File: config.mk
export PLATFORM = sky130hd
export DESIGN_NAME = usr_shift
export DESIGN_NICKNAME = d
export VERILOG_FILES = /design/src/rtl/usr_shift.sv
export SDC_FILE = /design/constraint.sdc
export NUM_CORES = 1
export LEC_CHECK = 0
export BUFFER_PORTS_ARGS = -buffer_cell sky130_fd_sc_hd__buf_2
export CAP_MARGIN = 40
export CORE_MARGIN = 2
export CORE_UTILIZATION = 30
export DETAILED_ROUTE_END_ITERATION = 10
export GPL_TIMING_DRIVEN = 0
export PLACE_DENSITY = 0.54
export SYNTH_ARGS = -nofsm -noshare
export SYNTH_HDL_FRONTEND = slang
export SYNTH_SLANG_ARGS = --single-unit
File: constraint.sdc
create_clock -name clk -period 5.15 [get_ports clk]
set_input_delay 1.03 -clock clk [delete_from_list [all_inputs] [get_ports clk]]
set_output_delay 1.03 -clock clk [all_outputs]
set_load 0.05 [all_outputs]
File: src/rtl/usr_shift.sv
// Universal shift register: parallel load, manual single-step shift,
// and counted burst shifts with busy/done handshake.
module usr_shift #(
  parameter int WIDTH = 8,
  parameter int CW    = 4
) (
  input  logic             clk,
  input  logic             clr,
  input  logic             load,
  input  logic             sft,
  input  logic             start,
  input  logic [CW-1:0]    nsft,
  input  logic             dir,
  input  logic             rot,
  input  logic             sin,
  input  logic [WIDTH-1:0] db,
  output logic [WIDTH-1:0] qb,
  output logic             sout,
  output logic             busy,
  output logic             done
);

  typedef enum logic [1:0] {
    IDLE,
    SHIFT,
    DONE
  } st_t;

  st_t             st;
  logic [CW-1:0]   cnt;
  logic            fill;
  logic [WIDTH-1:0] nxt;

  assign sout = dir ? qb[WIDTH-1] : qb[0];
  assign fill = rot ? sout : sin;
  assign nxt  = dir ? {qb[WIDTH-2:0], fill}
                    : {fill, qb[WIDTH-1:1]};

  always_ff @(posedge clk or negedge clr) begin
    if (!clr) begin
      st   <= IDLE;
      cnt  <= '0;
      qb   <= '0;
      busy <= 1'b0;
      done <= 1'b0;
    end else begin
      unique case (st)
        IDLE: begin
          // Arms are made disjoint so load > start > sft.
          unique case (1'b1)
            load: qb <= db;
            (!load && start): begin
              if (nsft == '0) begin
                st   <= DONE;
                done <= 1'b1;
              end else begin
                st   <= SHIFT;
                cnt  <= nsft;
                busy <= 1'b1;
              end
            end
            (!load && !start && sft): qb <= nxt;
            default: ;
          endcase
        end
        SHIFT: begin
          if (load) begin
            qb   <= db;
            st   <= IDLE;
            cnt  <= '0;
            busy <= 1'b0;
          end else begin
            qb  <= nxt;
            cnt <= cnt - 1'b1;
            if (cnt == CW'(1)) begin
              st   <= DONE;
              busy <= 1'b0;
              done <= 1'b1;
            end
          end
        end
        DONE: begin
          st   <= IDLE;
          done <= 1'b0;
          if (load) qb <= db;
        end
        default: st <= IDLE;
      endcase
    end
  end

endmodule

==> results.py, run 1 <==
metrics = {
    "status": {
        "outcome": "complete, no violations",
    },
    "critical_path": {
        "cp-end-kind": "primary output",
        "arrival_ns": 2.07,
        "critPathBufInv": 3,
        "path_cells": "buf_2, clkbuf_1, mux2_2, buf_2",
        "cp.required_ns": 4.12,
        "cpMostUsedCell": "buf_2",
        "startpoint_type": "input pin",
        "cp_slowest_cell": "mux2_2",
        "worstSetupPathType": "in2out",
        "path_delay_family": "buffers and inverters",
        "cpPeakStageDelay_ns": 0.38,
        "path_max_fanout": 10,
    },
    "die": {
        "rows": 22,
        "io_pins": 31,
        "die_w_um": 64.9,
        "coreArea_um2": 3610,
        "die_area_um2": 4210,
        "start_util_pct": 30.8,
        "die_height_um": 64.9,
    },
    "timing": {
        "fin_worst_skew_ns": 0.00291,
        "rsz0062_at_grt": "no",
        "finalCritPeriodShare_pct": 60.2,
        "hold_violations": 0,
        "min_period_ns": 3.10,
        "drv_slew": 0,
        "tns_ns": 0,
        "fin_ws_ns": 2.05,
        "setup_viol": 0,
        "fmax_mhz": 323,
        "slew_headroom_pct": 65.1,
        "worst_pin_slew_ns": 0.521,
    },
    "finish": {
        "finalInstanceArea_um2": 1370,
        "fillers": 386,
        "drive_gt1_share_pct": 33.1,
        "diodes": 0,
        "nets": 178,
        "final_core_util_pct": 38.1,
        "areaGrowthSynthToFinish_pct": 23.4,
    },
    "synthesis": {
        "yosys_register_bits": 16,
        "synth_edf_count": 0,
        "yosysMostFrequentCell": "dfrtp_1",
        "yosysWarnings": 0,
        "yosys.area.top_type": "dfrtp_1",
        "synth_top_cells_by_area": "dfrtp_1 (36%), mux2_2 (7.1%), a22oi_1 (6.7%)",
        "synth_flop_cell": "dfrtp_1",
        "async_flop_share_pct": 100,
        "netlist_top_cells_count": "dfrtp_1 (16), nor2_1 (14), a21oi_1 (13), a22oi_1 (10)",
        "synth_cells": 118,
        "netlist_area_um2": 1110,
        "synth_seq_area_share_pct": 36.0,
        "yosysTopAreaCellShare_pct": 36.0,
        "synth.distinct_cells": 35,
        "synth_nets": 144,
        "postSynthAreaPerCell_um2": 9.43,
    },
    "grt": {
        "overflow": 0,
        "grt_first_pass_wirelength_um": 4330,
        "grt_start_max_net_pins": 17,
        "grt_usage_pct": 13.1,
        "grt_antenna_before_repair": 0,
        "grt_pass1_vias": 974,
    },
    "placement": {
        "port_buffers": 29,
        "hpwlAfterDp_um": 2000,
        "placed_area_um2": 1320,
        "gp_congestion": 0.787,
        "dpl_worst_slack_ns": 2.06,
    },
    "detailed_routing": {
        "route.detailed.drc": 0,
        "wl_met1_um": 1230,
        "wl_met3_um": 168,
        "drt-pass1-iter-count": 4,
        "wl_met2_um": 1130,
        "vias_per_cell": 4.94,
        "wl_um": 2540,
        "drt-initial-drc-count": 33,
        "ant_nets": 0,
        "vias": 983,
        "top_layer": "met4",
        "post_drt_wl_per_cell_um": 12.8,
    },
    "clocking": {
        "root_buffer": "clkbuf_8",
        "htree_levels": 1,
        "clk_pin_slew_ns": 0.07,
        "post_cts_resized": 0,
        "clk_latency_ns": 0.24,
        "postCtsHoldBufs": 0,
        "clk_path_buf_depth": 2,
        "post-cts-setup-buffers": 0,
        "cts_tree": "built",
        "cts_buffers": 3,
        "clkSinkCount": 16,
    },
    "worst_hold_path": {
        "min_path_type": "reg2reg",
    },
    "power": {
        "p_leak_nw": 0.621,
        "pwr_density_cell_nw_per_um2": 697,
        "power_mw": 0.957,
        "peakVddDrop_mv": 0.212,
    },
    "job": {
        "max_cap_viol_count": 0,
    },
}
where the power goes:
part,switching (mW),leakage [nW],total (mW),internal (mW)
Sequential,0.0609,0.189,0.252,0.191
Clock,0.0435,0.0288,0.111,0.0677
Combinational,0.381,0.403,0.594,0.213
Total,0.485,0.621,0.957,0.472
worst paths after layout:
check | startpoint | end | slack [ns] | cells after the start
setup / recovery | dir | sout | 2.05 | 4
hold / removal | busy$_DFFE_PN0P_ | busy$_DFFE_PN0P_ | 0.52 | 1
setup reg to reg | st[0]$_DFFE_PN0P_ | qb[3]$_DFFE_PN0P_ | 3.27 | 6
hold reg to reg | busy$_DFFE_PN0P_ | busy$_DFFE_PN0P_ | 0.52 | 1
max in group asynchronous | clr | cnt[1]$_DFFE_PN0P_ | 4.18 | 1
min in group asynchronous | clr | qb[7]$_DFFE_PN0P_ | 0.70 | 1
kinds of logic after synthesis:
logic type,Yosys count,share of synthesized area [%]
buf+inv,11,4.50
mux,9,8.89
simple gates,37,19.1
flops,16,36.0
compound gates,39,24.7
fa+ha+maj,6,6.75
cells in the final DEF, fill, tap and decap left out, types with 4 or more instances in the layout:
master,count
a21oi_1,13
a22oi_1,10
buf_2,30
clkbuf_8,4
dfrtp_1,16
ha_1,6
inv_1,7
mux2_2,7
nand2_1,4
nor2_1,14
nor3b_1,4
o21ai_0,5
final cells by class:
type                       instances  area (um2)  share of cell area (%)
buffer                             4        23.8                    1.73
sequential                        16         400                    29.2
timing repair buffer              29         145                    10.6
inverter                           7        26.3                    1.91
multi-input combinational         91         662                    48.2
tap                               48        60.1                    4.38
clock buffer                       4        55.1                    4.01
state kept, by name, indices dropped and copies added (netlist names):
name and cells:
cnt 4, st 2, done 1, qb 8
busy 1
layer usage:
layer | track usage (%) | up-vias
li1 | - | 496
met1 | 16.8 | 455
met2 | 21.9 | 30
met3 | 2.60 | 2
met4 | 3.99 | 0
met5 | 0 | -
through the flow:
step,instances,hold WS (ns)
CTS,199,0.519
floorplan,118,0.509
global route,199,0.555
finish,199,0.520
global placement,195,0.487
detailed placement,195,0.501
Power figures use the tool's default switching activity.
==> run 2: changes to the inputs <==
--- a/config.mk
+++ b/config.mk
@@ -11,7 +11,7 @@
 export CORE_UTILIZATION = 30
 export DETAILED_ROUTE_END_ITERATION = 10
 export GPL_TIMING_DRIVEN = 0
-export PLACE_DENSITY = 0.54
+export PLACE_DENSITY = 0.56
 export SYNTH_ARGS = -nofsm -noshare
 export SYNTH_HDL_FRONTEND = slang
 export SYNTH_SLANG_ARGS = --single-unit
==> constraint.sdc (replaced) <==
create_clock -name clk -period 2.5 [get_ports clk]
set_input_delay 0.5 -clock clk [delete_from_list [all_inputs] [get_ports clk]]
set_output_delay 0.5 -clock clk [all_outputs]
set_load 0.05 [all_outputs]
==> run 2 against run 1 <==
Clock skew is 0.00076 ns higher. Via count is 1.4% higher. Largest cell class unchanged. Final area stayed put. Sequential power is 100% higher. Sequential share of layout area stayed put.
==> results.py, run 2 (synthesis gave the netlist of run 1 again) <==
metrics = {
    "status": {
        "outcome": "complete, no violations",
    },
    "critical_path": {
        "startpoint_type": "input pin",
        "path_cells": "buf_2, clkbuf_1, mux2_2, buf_2",
        "cpMostUsedCell": "buf_2",
        "cp-end-kind": "primary output",
        "worstSetupPathType": "in2out",
        "arrival_ns": 1.55,
        "r2r_cells": 6,
        "path_max_fanout": 10,
        "cp_slowest_cell": "mux2_2",
        "cp.required_ns": 2.00,
        "cpPeakStageDelay_ns": 0.38,
        "r2r_slack_ns": 0.60,
    },
    "finish": {
        "final_common_cell": "buf_2",
        "seqCellArea_um2": 400,
        "final_cell_mix": "buf_2 (30), dfrtp_1 (16), nor2_1 (14), a21oi_1 (13), a22oi_1 (10)",
        "regMostFlops": "qb",
        "areaGrowthSynthToFinish_pct": 23.4,
        "multi_input_comb_area_um2": 662,
        "drive_gt1_share_pct": 33.1,
        "top_regs": "qb (8), cnt (4), st (2)",
        "finalInstanceArea_um2": 1370,
        "nets": 178,
        "fillers": 378,
        "stdcell_count": 199,
        "largest_reg_flops": 8,
        "diodes": 0,
        "final_core_util_pct": 38.1,
    },
    "timing": {
        "fin_worst_skew_ns": 0.00367,
        "hold_violations": 0,
        "slew_headroom_pct": 64.0,
        "finalCritPeriodShare_pct": 81.8,
        "drv_slew": 0,
        "worst_pin_slew_ns": 0.537,
        "tns_ns": 0,
        "rsz0062_at_grt": "no",
        "holdWs_ns": 0.167,
        "min_period_ns": 2.05,
        "fin_ws_ns": 0.454,
        "setup_viol": 0,
        "fmax_mhz": 489,
    },
    "placement": {
        "port_buffers": 29,
        "gp_congestion": 0.791,
        "hpwlAfterDp_um": 2010,
        "placed_area_um2": 1320,
        "place_inst": 195,
        "dpl_worst_slack_ns": 0.472,
    },
    "detailed_routing": {
        "wl_um": 2580,
        "vias": 997,
        "drt-pass1-iter-count": 4,
        "drt-initial-drc-count": 22,
        "vias_per_cell": 5.01,
        "route.detailed.drc": 0,
        "post_drt_wl_per_cell_um": 13.0,
        "ant_nets": 0,
    },
    "die": {
        "start_util_pct": 30.8,
        "io_pins": 31,
        "rows": 22,
        "die_w_um": 64.9,
        "coreArea_um2": 3610,
        "die_area_um2": 4210,
        "die_height_um": 64.9,
    },
    "clocking": {
        "cts_tree": "built",
        "clkSinkCount": 16,
        "clk_latency_ns": 0.24,
        "cts_buffers": 3,
        "clk_path_buf_depth": 2,
        "root_buffer": "clkbuf_8",
        "post_cts_resized": 0,
        "htree_levels": 1,
        "postCtsHoldBufs": 0,
        "clk_pin_slew_ns": 0.07,
        "post-cts-setup-buffers": 0,
    },
    "power": {
        "pwr_density_cell_nw_per_um2": 1440,
        "power_mw": 1.98,
        "peakVddDrop_mv": 0.458,
        "p_leak_nw": 0.621,
    },
    "job": {
        "max_cap_viol_count": 0,
    },
    "grt": {
        "grt_antenna_before_repair": 0,
        "grt_usage_pct": 12.8,
        "grt_first_pass_wirelength_um": 4310,
        "grt_start_max_net_pins": 17,
        "overflow": 0,
        "grt_pass1_vias": 962,
    },
    "worst_hold_path": {
        "min_path_type": "in2async",
    },
}
-- run 2: layer usage --
| layer | vias to the layer above | wire (um) | track usage (%) |
|---|---|---|---|
| li1 | 498 | - | - |
| met1 | 466 | 1220 | 17.0 |
| met2 | 31 | 1210 | 21.8 |
| met5 | - | 0 | 0 |
| met3 | 2 | 142 | 1.56 |
| met4 | 0 | 10 | 3.19 |
-- run 2: final cells by class --
cell class,instances,share of cell area [%]
buffer,4,1.73
clock buffer,4,4.01
inverter,7,1.91
multi-input combinational,91,48.2
sequential,16,29.2
tap,48,4.38
timing repair buffer,29,10.6
-- run 2: critical path: cells and delay by family --
family                 cells  cell delay (ns)
buffers and inverters      3             0.66
multiplexers               1             0.38
-- run 2: worst paths after layout --
check / start / endpoint
min: clr / st[0]$_DFFE_PN0P_
max in group asynchronous: clr / qb[4]$_DFFE_PN0P_
max reg2reg: st[0]$_DFFE_PN0P_ / qb[0]$_DFFE_PN0P_
min reg2reg: busy$_DFFE_PN0P_ / busy$_DFFE_PN0P_
max: dir / sout
min in group clk: busy$_DFFE_PN0P_ / busy$_DFFE_PN0P_
-- run 2: where the power goes --
group	leakage, nW	total, mW	internal, mW	switching [mW]
combinational	0.403	1.23	0.438	0.794
clock	0.0288	0.228	0.139	0.0888
sequential	0.189	0.516	0.394	0.122
